==> src/rtl/key_pkg.sv <==
// Shared constants and types for the push-button debouncer (key_channel, key_debounce_multi).
package key_pkg;

    localparam int   CLK_HZ        = 50_000_000;
    localparam logic KEY_PRESSED   = 1'b0;
    localparam int   CYCLES_PER_MS = CLK_HZ / 1000;

    localparam int DB_MS     = 20;
    localparam int LONG_MS   = 1000;
    localparam int REPEAT_MS = 200;

    function automatic int ms_to_cycles(input int ms);
        return ms * CYCLES_PER_MS;
    endfunction

    // One-cycle event pulses produced by a single key channel.
    typedef struct packed {
        logic press;
        logic rel;
        logic hold_long;
        logic rpt;
    } key_event_t;

endpackage

==> src/rtl/key_channel.sv <==
// One key: 2-flop synchroniser, debounce, hold/long-press counter, optional auto-repeat
// (KEY_AUTO_REPEAT_EN) and the per-key toggle bit.
module key_channel
    import key_pkg::*;
#(
    parameter int   DB_CYCLES     = ms_to_cycles(DB_MS),
    parameter int   LONG_CYCLES   = ms_to_cycles(LONG_MS),
`ifdef KEY_AUTO_REPEAT_EN
    parameter int   REPEAT_CYCLES = ms_to_cycles(REPEAT_MS),
`endif
    parameter logic TOGGLE_RST    = 1'b1
) (
    input  logic       clk,
    input  logic       rst_n,
    input  logic       key_raw,
    output logic       level,
    output logic       toggle,
    output key_event_t evt
);

    localparam int DB_W   = $clog2(DB_CYCLES);
    localparam int LONG_W = $clog2(LONG_CYCLES);
    localparam logic [DB_W-1:0]   DB_LAST   = DB_W'(DB_CYCLES - 1);
    localparam logic [LONG_W-1:0] LONG_LAST = LONG_W'(LONG_CYCLES - 1);

    logic              sync_meta, sync_key;
    logic              stable;
    logic [DB_W-1:0]   db_cnt;
    logic [LONG_W-1:0] hold_cnt;
    logic              long_done;
    logic              press_q, rel_q, long_q, rpt_q, toggle_q;
    logic              accept, holding;

    // A mismatch that has lasted DB_CYCLES samples is taken as the new stable level.
    assign accept  = (sync_key != stable) && (db_cnt == DB_LAST);
    // A release being accepted this edge already counts as "not held".
    assign holding = (stable == KEY_PRESSED) && !accept;

    // NOTE: sequential state uses non-blocking assignments only; the synchroniser
    // presets to the released level so reset never looks like a press.
    always_ff @(posedge clk or negedge rst_n) begin
        if (!rst_n) begin
            sync_meta <= 1'b1;
            sync_key  <= 1'b1;
            stable    <= 1'b1;
            db_cnt    <= '0;
            press_q   <= 1'b0;
            rel_q     <= 1'b0;
            toggle_q  <= TOGGLE_RST;
        end else begin
            sync_meta <= key_raw;
            sync_key  <= sync_meta;
            press_q   <= accept && (sync_key == KEY_PRESSED);
            rel_q     <= accept && (sync_key != KEY_PRESSED);
            toggle_q  <= toggle_q ^ press_q;
            if (sync_key == stable) begin
                db_cnt <= '0;
            end else if (accept) begin
                db_cnt <= '0;
                stable <= sync_key;
            end else begin
                db_cnt <= db_cnt + DB_W'(1);
            end
        end
    end

    // Hold counter saturates at LONG_LAST; long_done keeps KEY_long to a single pulse.
    always_ff @(posedge clk or negedge rst_n) begin
        if (!rst_n) begin
            hold_cnt  <= '0;
            long_done <= 1'b0;
            long_q    <= 1'b0;
        end else if (!holding) begin
            hold_cnt  <= '0;
            long_done <= 1'b0;
            long_q    <= 1'b0;
        end else begin
            long_q <= !long_done && (hold_cnt == LONG_LAST);
            if (hold_cnt == LONG_LAST) begin
                long_done <= 1'b1;
            end else begin
                hold_cnt <= hold_cnt + LONG_W'(1);
            end
        end
    end

`ifdef KEY_AUTO_REPEAT_EN
    localparam int RPT_W = $clog2(REPEAT_CYCLES);
    localparam logic [RPT_W-1:0] RPT_LAST = RPT_W'(REPEAT_CYCLES - 1);

    logic [RPT_W-1:0] rpt_cnt;

    // Runs only after the long-press event; first pulse REPEAT_CYCLES after KEY_long.
    always_ff @(posedge clk or negedge rst_n) begin
        if (!rst_n) begin
            rpt_cnt <= '0;
            rpt_q   <= 1'b0;
        end else if (!holding || !long_done) begin
            rpt_cnt <= '0;
            rpt_q   <= 1'b0;
        end else if (rpt_cnt == RPT_LAST) begin
            rpt_cnt <= '0;
            rpt_q   <= 1'b1;
        end else begin
            rpt_cnt <= rpt_cnt + RPT_W'(1);
            rpt_q   <= 1'b0;
        end
    end
`else
    assign rpt_q = 1'b0;
`endif

    assign level  = stable;
    assign toggle = toggle_q;
    assign evt    = '{press: press_q, rel: rel_q, hold_long: long_q, rpt: rpt_q};

endmodule

==> src/rtl/key_debounce_multi.sv <==
// N-key debouncer and event generator; auto-repeat pulses are built only when
// KEY_AUTO_REPEAT_EN is defined, otherwise KEY_repeat is tied low.
module key_debounce_multi
    import key_pkg::*;
#(
    parameter int               N_KEYS        = 4,
    parameter int               DB_CYCLES     = ms_to_cycles(DB_MS),
    parameter int               LONG_CYCLES   = ms_to_cycles(LONG_MS),
    parameter int               REPEAT_CYCLES = ms_to_cycles(REPEAT_MS),
    parameter logic [N_KEYS-1:0] TOGGLE_RST   = '1
) (
    input  logic              Clk_50MHz,
    input  logic              Reset_N,
    input  logic [N_KEYS-1:0] KEY_in,
    output logic [N_KEYS-1:0] KEY_level,
    output logic [N_KEYS-1:0] KEY_press,
    output logic [N_KEYS-1:0] KEY_release,
    output logic [N_KEYS-1:0] KEY_long,
    output logic [N_KEYS-1:0] KEY_repeat,
    output logic [N_KEYS-1:0] LED_toggle
);

    // Counters of width $clog2(1) would be zero bits wide.
    if (DB_CYCLES < 2 || LONG_CYCLES < 2 || REPEAT_CYCLES < 2) begin : g_param_check
        $error("key_debounce_multi: cycle-count parameters must be >= 2");
    end

    for (genvar i = 0; i < N_KEYS; i++) begin : g_key
        key_event_t evt;

        key_channel #(
            .DB_CYCLES     (DB_CYCLES),
            .LONG_CYCLES   (LONG_CYCLES),
`ifdef KEY_AUTO_REPEAT_EN
            .REPEAT_CYCLES (REPEAT_CYCLES),
`endif
            .TOGGLE_RST    (TOGGLE_RST[i])
        ) u_channel (
            .clk     (Clk_50MHz),
            .rst_n   (Reset_N),
            .key_raw (KEY_in[i]),
            .level   (KEY_level[i]),
            .toggle  (LED_toggle[i]),
            .evt     (evt)
        );

        assign KEY_press[i]   = evt.press;
        assign KEY_release[i] = evt.rel;
        assign KEY_long[i]    = evt.hold_long;
        assign KEY_repeat[i]  = evt.rpt;
    end

endmodule
==> config.mk <==
export PLATFORM = sky130hd
export DESIGN_NAME = key_debounce_multi
export DESIGN_NICKNAME = d
export VERILOG_FILES = /design/src/rtl/key_pkg.sv /design/src/rtl/key_channel.sv /design/src/rtl/key_debounce_multi.sv
export SDC_FILE = /design/constraint.sdc
export NUM_CORES = 1
export LEC_CHECK = 0
export CELL_PAD_IN_SITES_DETAIL_PLACEMENT = 1
export CELL_PAD_IN_SITES_GLOBAL_PLACEMENT = 2
export CORE_MARGIN = 5
export CORE_UTILIZATION = 36
export CTS_CLUSTER_DIAMETER = 80
export DETAILED_ROUTE_END_ITERATION = 6
export GPL_ROUTABILITY_DRIVEN = 1
export GPL_TIMING_DRIVEN = 1
export PLACE_DENSITY_LB_ADDON = 0.1
export SLEW_MARGIN = 10
export SYNTH_ARGS = -nofsm -noshare
export SYNTH_HDL_FRONTEND = slang
export SYNTH_SLANG_ARGS = --single-unit
==> constraint.sdc <==
create_clock -name Clk_50MHz -period 2.2 [get_ports Clk_50MHz]
set_input_delay 0.44 -clock Clk_50MHz [delete_from_list [all_inputs] [get_ports Clk_50MHz]]
set_output_delay 0.44 -clock Clk_50MHz [all_outputs]
set_load 0.005 [all_outputs]
==> flow_summary.ini <==
[global_routing]
grt_first_pass_wirelength_um = 39800
grt_antenna_before_repair = 0
grt_util_all_layers_pct = 14.1
gr-total-overflow = 0
grt_pass1_vias = 7979
grt_max_degree = 54

[placement]
detailedPlacementHpwl_um = 15300
preCtsSetupSlack_ns = -0.0520
placed_area_um2 = 11300
gp_congestion = 0.714
post-place-cells = 1469
io_buf_count = 25

[clocking]
cts-buffers-inserted = 27
ctsRootBufferMaster = sky130_fd_sc_hd__clkbuf_16
tritoncts_clock_tree = built
cts_num_sinks = 216
path_clk_slew_ns = 0.06
htreeDepth = 1
clock_insertion_delay_at_the_later_pin_of_the_skew_report_ns = 0.53
cts.path.max_buffers = 3

[synth]
synth_simple_gate_area_share_pct = 26.7
ys.warnings.count = 0
avg_cell_area_syn_um2 = 9.82
ys.flop_type = sky130_fd_sc_hd__dfrtp_1
largest_family_of_logic_cells_by_synthesized_area = simple AND/OR/NAND/NOR gates
synth_adder_area_share_pct = 0.967
netlist_area_um2 = 10300
synth-edff-count = 0
multiplexer_share_of_the_synthesized_area_pct = 0.290
synthXorXnorAreaFrac_pct = 12.8
count_of_state_elements_after_synthesis = 216
synth-compound-area-share_pct = 3.35
synth-async-reset-ratio_pct = 100
cells_after_synthesis = 1054
distinct_cells_synth = 47
synth_sequential_area_ratio_pct = 52.4

[min_path]
min_path_type = in -> reg
timing.hold.worst_endpoint = g_key[0].u_channel.sync_meta
min_path_cells = 1
min_from = KEY_in[0]

[critical_path]
r2r-start = g_key[3].u_channel.hold_cnt[16]
crit_type = reg -> reg
timing.critical_path.arrival_ns = 2.64
crit_slowest_cell = sky130_fd_sc_hd__or4_4
crit_chain = or4_4 -> or4_4 -> or4_4 -> and3_4 -> nor3_2
startpoint_type = register
worst-r2r-cell-count = 5
critical_path_required_ns = 2.65
worst_path_most_repeated_cell = sky130_fd_sc_hd__or4_4
crit_path_max_incr_delay_ns = 0.53
cp_max_fo = 3
critPathCaptureType = register
reg2reg_setup_slack_ns = 0.01
worstReg2RegEnd = g_key[3].u_channel.hold_cnt[2]

[layout]
stdcell_area_um2 = 12200
finalNetCount = 1130
layoutNonFillerInstCount = 1517
layout-drive-gt1-share_pct = 11.5
insertedDiodeCount = 0
synthToLayoutAreaGrowth_pct = 17.7

[power_and_ir_drop]
net-switching-power_mw = 1.81
seq_power_share_pct = 48.7
internal_power_mw = 6.47
powerDensity_nw_per_um2 = 680
power.combinational.fraction_pct = 2.1
irDropWorstVdd_uv = 408
power_leakage_nw = 5.36
power_frac_clock_pct = 49.2
p_sw_share_pct = 21.8

[run]
drv_cap = 0

[floorplanning]
fp.dieArea_um2 = 32200
design.core.area_um2 = 28500
start_util_pct = 36.3
row_count = 62
pin_count = 30
fp.dieH_um = 180
die_width_um = 180

[timing]
timing.clock.skew_ns = 0.0149
grt_setup_unrepaired = true
post-route-worst-setup-slack_ns = 0.0115
fin_crit_sh_pct = 99.5
layout_min_cycle_time_ns = 2.19
fmaxAchievable_mhz = 457
final_hold_viol_count = 0
final.hold.worst_slack_ns = 0.320
totalNegativeSetupSlack_ns = 0
drv_slew = 0
setup_viol_count_final = 0
timing_worst_slew_pin_value_ns = 0.562
worst_slew_margin_rel_pct = 62.2

[detailed_routing]
length_of_the_first_detailed_routing_pass_in_iterations = 4
drtAntennaViolNets = 0
drcViolationCount = 0
drt-total-wl_um = 22600
iteration_0_drc_markers = 283
route.vias.total = 7608
routed_via_density = 5.02
post_drt_wl_per_cell_um = 14.9

[outcome]
result_of_the_run = finished clean
[final cells by class]
cell class,count,area (µm²)
Fill cell,3292,16400
Sequential cell,216,5430
Multi-Input combinational cell,775,4620
Timing Repair Buffer,84,801
Clock buffer,41,778
Tap cell,384,480
Inverter,12,45.0
Clock inverter,5,28.8
[power by group through the flow]
stage	logic [mW]	clock network, mW	registers, mW
finish	0.176	4.07	4.03
global route	0.211	4.41	4.03
CTS	0.189	4.25	4.03
detailed placement	0.188	0	4.10
global placement	0.186	0	4.10
floorplan	0.0524	0	4.09
[stage by stage]
step / power, mW / utilization (%)
floorplan: 4.15 / -
global placement: 4.29 / 39.7
detailed placement: 4.29 / 39.7
CTS: 8.47 / 42.6
global route: 8.66 / 42.7
finish: 8.28 / 42.7
[worst max path at each step]
stage	slack [ns]	from	depth (start not counted)	to
after floorplan	-0.04	g_key[3].u_channel.hold_cnt[16]	6	g_key[3].u_channel.hold_cnt[2]
after global placement	0.02	g_key[3].u_channel.hold_cnt[11]	6	g_key[3].u_channel.hold_cnt[1]
after detailed placement	-0.05	g_key[3].u_channel.hold_cnt[11]	6	g_key[3].u_channel.hold_cnt[1]
after CTS	0.0005	g_key[3].u_channel.hold_cnt[16]	5	g_key[3].u_channel.hold_cnt[2]
after global routing	-0.04	g_key[3].u_channel.hold_cnt[16]	5	g_key[3].u_channel.hold_cnt[2]
final	0.01	g_key[3].u_channel.hold_cnt[16]	5	g_key[3].u_channel.hold_cnt[2]
[cells in the final DEF, fill, tap and decap left out, types with 11 or more instances in the layout]
cell type and n:
sky130_fd_sc_hd__a21oi_1 22, sky130_fd_sc_hd__and3_1 41, sky130_fd_sc_hd__and4_1 14, sky130_fd_sc_hd__buf_4 50, sky130_fd_sc_hd__clkbuf_16 27, sky130_fd_sc_hd__clkdlybuf4s50_1 24
sky130_fd_sc_hd__dfrtp_1 200, sky130_fd_sc_hd__dfstp_2 16, sky130_fd_sc_hd__inv_1 12, sky130_fd_sc_hd__nand2_1 68, sky130_fd_sc_hd__nand3_1 63, sky130_fd_sc_hd__nand4_1 52
sky130_fd_sc_hd__nor2_1 203, sky130_fd_sc_hd__nor3_1 33, sky130_fd_sc_hd__nor4_1 19, sky130_fd_sc_hd__o21ai_0 11, sky130_fd_sc_hd__xnor2_1 52, sky130_fd_sc_hd__xor2_1 99
[metal layers]
metal  vias to the layer above  GRT usage [%]  part of all wire, %
met5                         -              0                    0
met1                      3778           20.1                   50
met4                         0           3.17                  2.2
met2                        59           22.7                   45
li1                       3739              -                    -
met3                        32           2.26                  2.6
[logic make-up after synthesis]
logic type               Yosys count
flip-flops                       216
XOR/XNOR                         151
buffers and inverters             66
adder cells (fa/ha/maj)            8
multiplexers                       3
other                              1
AO/OA/AOI/OAI                     58
AND/OR/NAND/NOR                  551
[registers in the layout, summed over array words and instances, names as in the netlist]
| signal | count |
|---|---|
| g_key.u_channel.long_done | 4 |
| g_key.u_channel.hold_cnt | 104 |
| g_key.u_channel.rel_q | 4 |
| g_key.u_channel.sync_key | 4 |
| g_key.u_channel.level | 4 |
| g_key.u_channel.sync_meta | 4 |
| g_key.u_channel.long_q | 4 |
| g_key.u_channel.db_cnt | 80 |
| g_key.u_channel.toggle | 4 |
| g_key.u_channel.press_q | 4 |
[synthesized netlist by cell type, types with 5 or more instances]
library cell,instances,area share (%)
sky130_fd_sc_hd__buf_2,7,0.34
sky130_fd_sc_hd__xor2_1,99,8.4
sky130_fd_sc_hd__dfrtp_1,200,48
sky130_fd_sc_hd__or4_1,8,0.58
sky130_fd_sc_hd__nand4_1,52,3.1
sky130_fd_sc_hd__a21oi_1,22,1.1
sky130_fd_sc_hd__nor3b_1,5,0.36
sky130_fd_sc_hd__and4_1,14,1.2
sky130_fd_sc_hd__nor3_1,33,1.6
sky130_fd_sc_hd__nand2_1,68,2.5
sky130_fd_sc_hd__clkbuf_1,20,0.73
sky130_fd_sc_hd__inv_1,12,0.44
sky130_fd_sc_hd__ha_1,8,0.97
sky130_fd_sc_hd__nor2_1,204,7.4
sky130_fd_sc_hd__dfstp_2,16,4.1
sky130_fd_sc_hd__and3_1,41,2.5
sky130_fd_sc_hd__nand3_1,63,3.0
sky130_fd_sc_hd__buf_4,26,1.9
sky130_fd_sc_hd__o21ai_0,15,0.73
sky130_fd_sc_hd__or3_1,10,0.60
sky130_fd_sc_hd__nor4_1,20,1.2
sky130_fd_sc_hd__xnor2_1,52,4.4
sky130_fd_sc_hd__nor4b_1,8,0.68
sky130_fd_sc_hd__a31oi_1,6,0.36
[worst max-delay path: cells and delay by family (launching register included)]
kind,cells,cell delay (ns)
DFF,1,0.38
and+or+nand+nor,5,1.75
[repair_timing]
| action | CTS | global route |
|---|---|---|
| pin swaps | 0 | 0 |
| hold buffers | 1 | 0 |
| gates resized for setup | 2 | 9 |
| buffers inserted | 1 | 0 |
| endpoints found under the hold margin | 43 | 0 |
| endpoints found under the setup margin | 2 | 49 |
(Power assumes the default switching activity.)
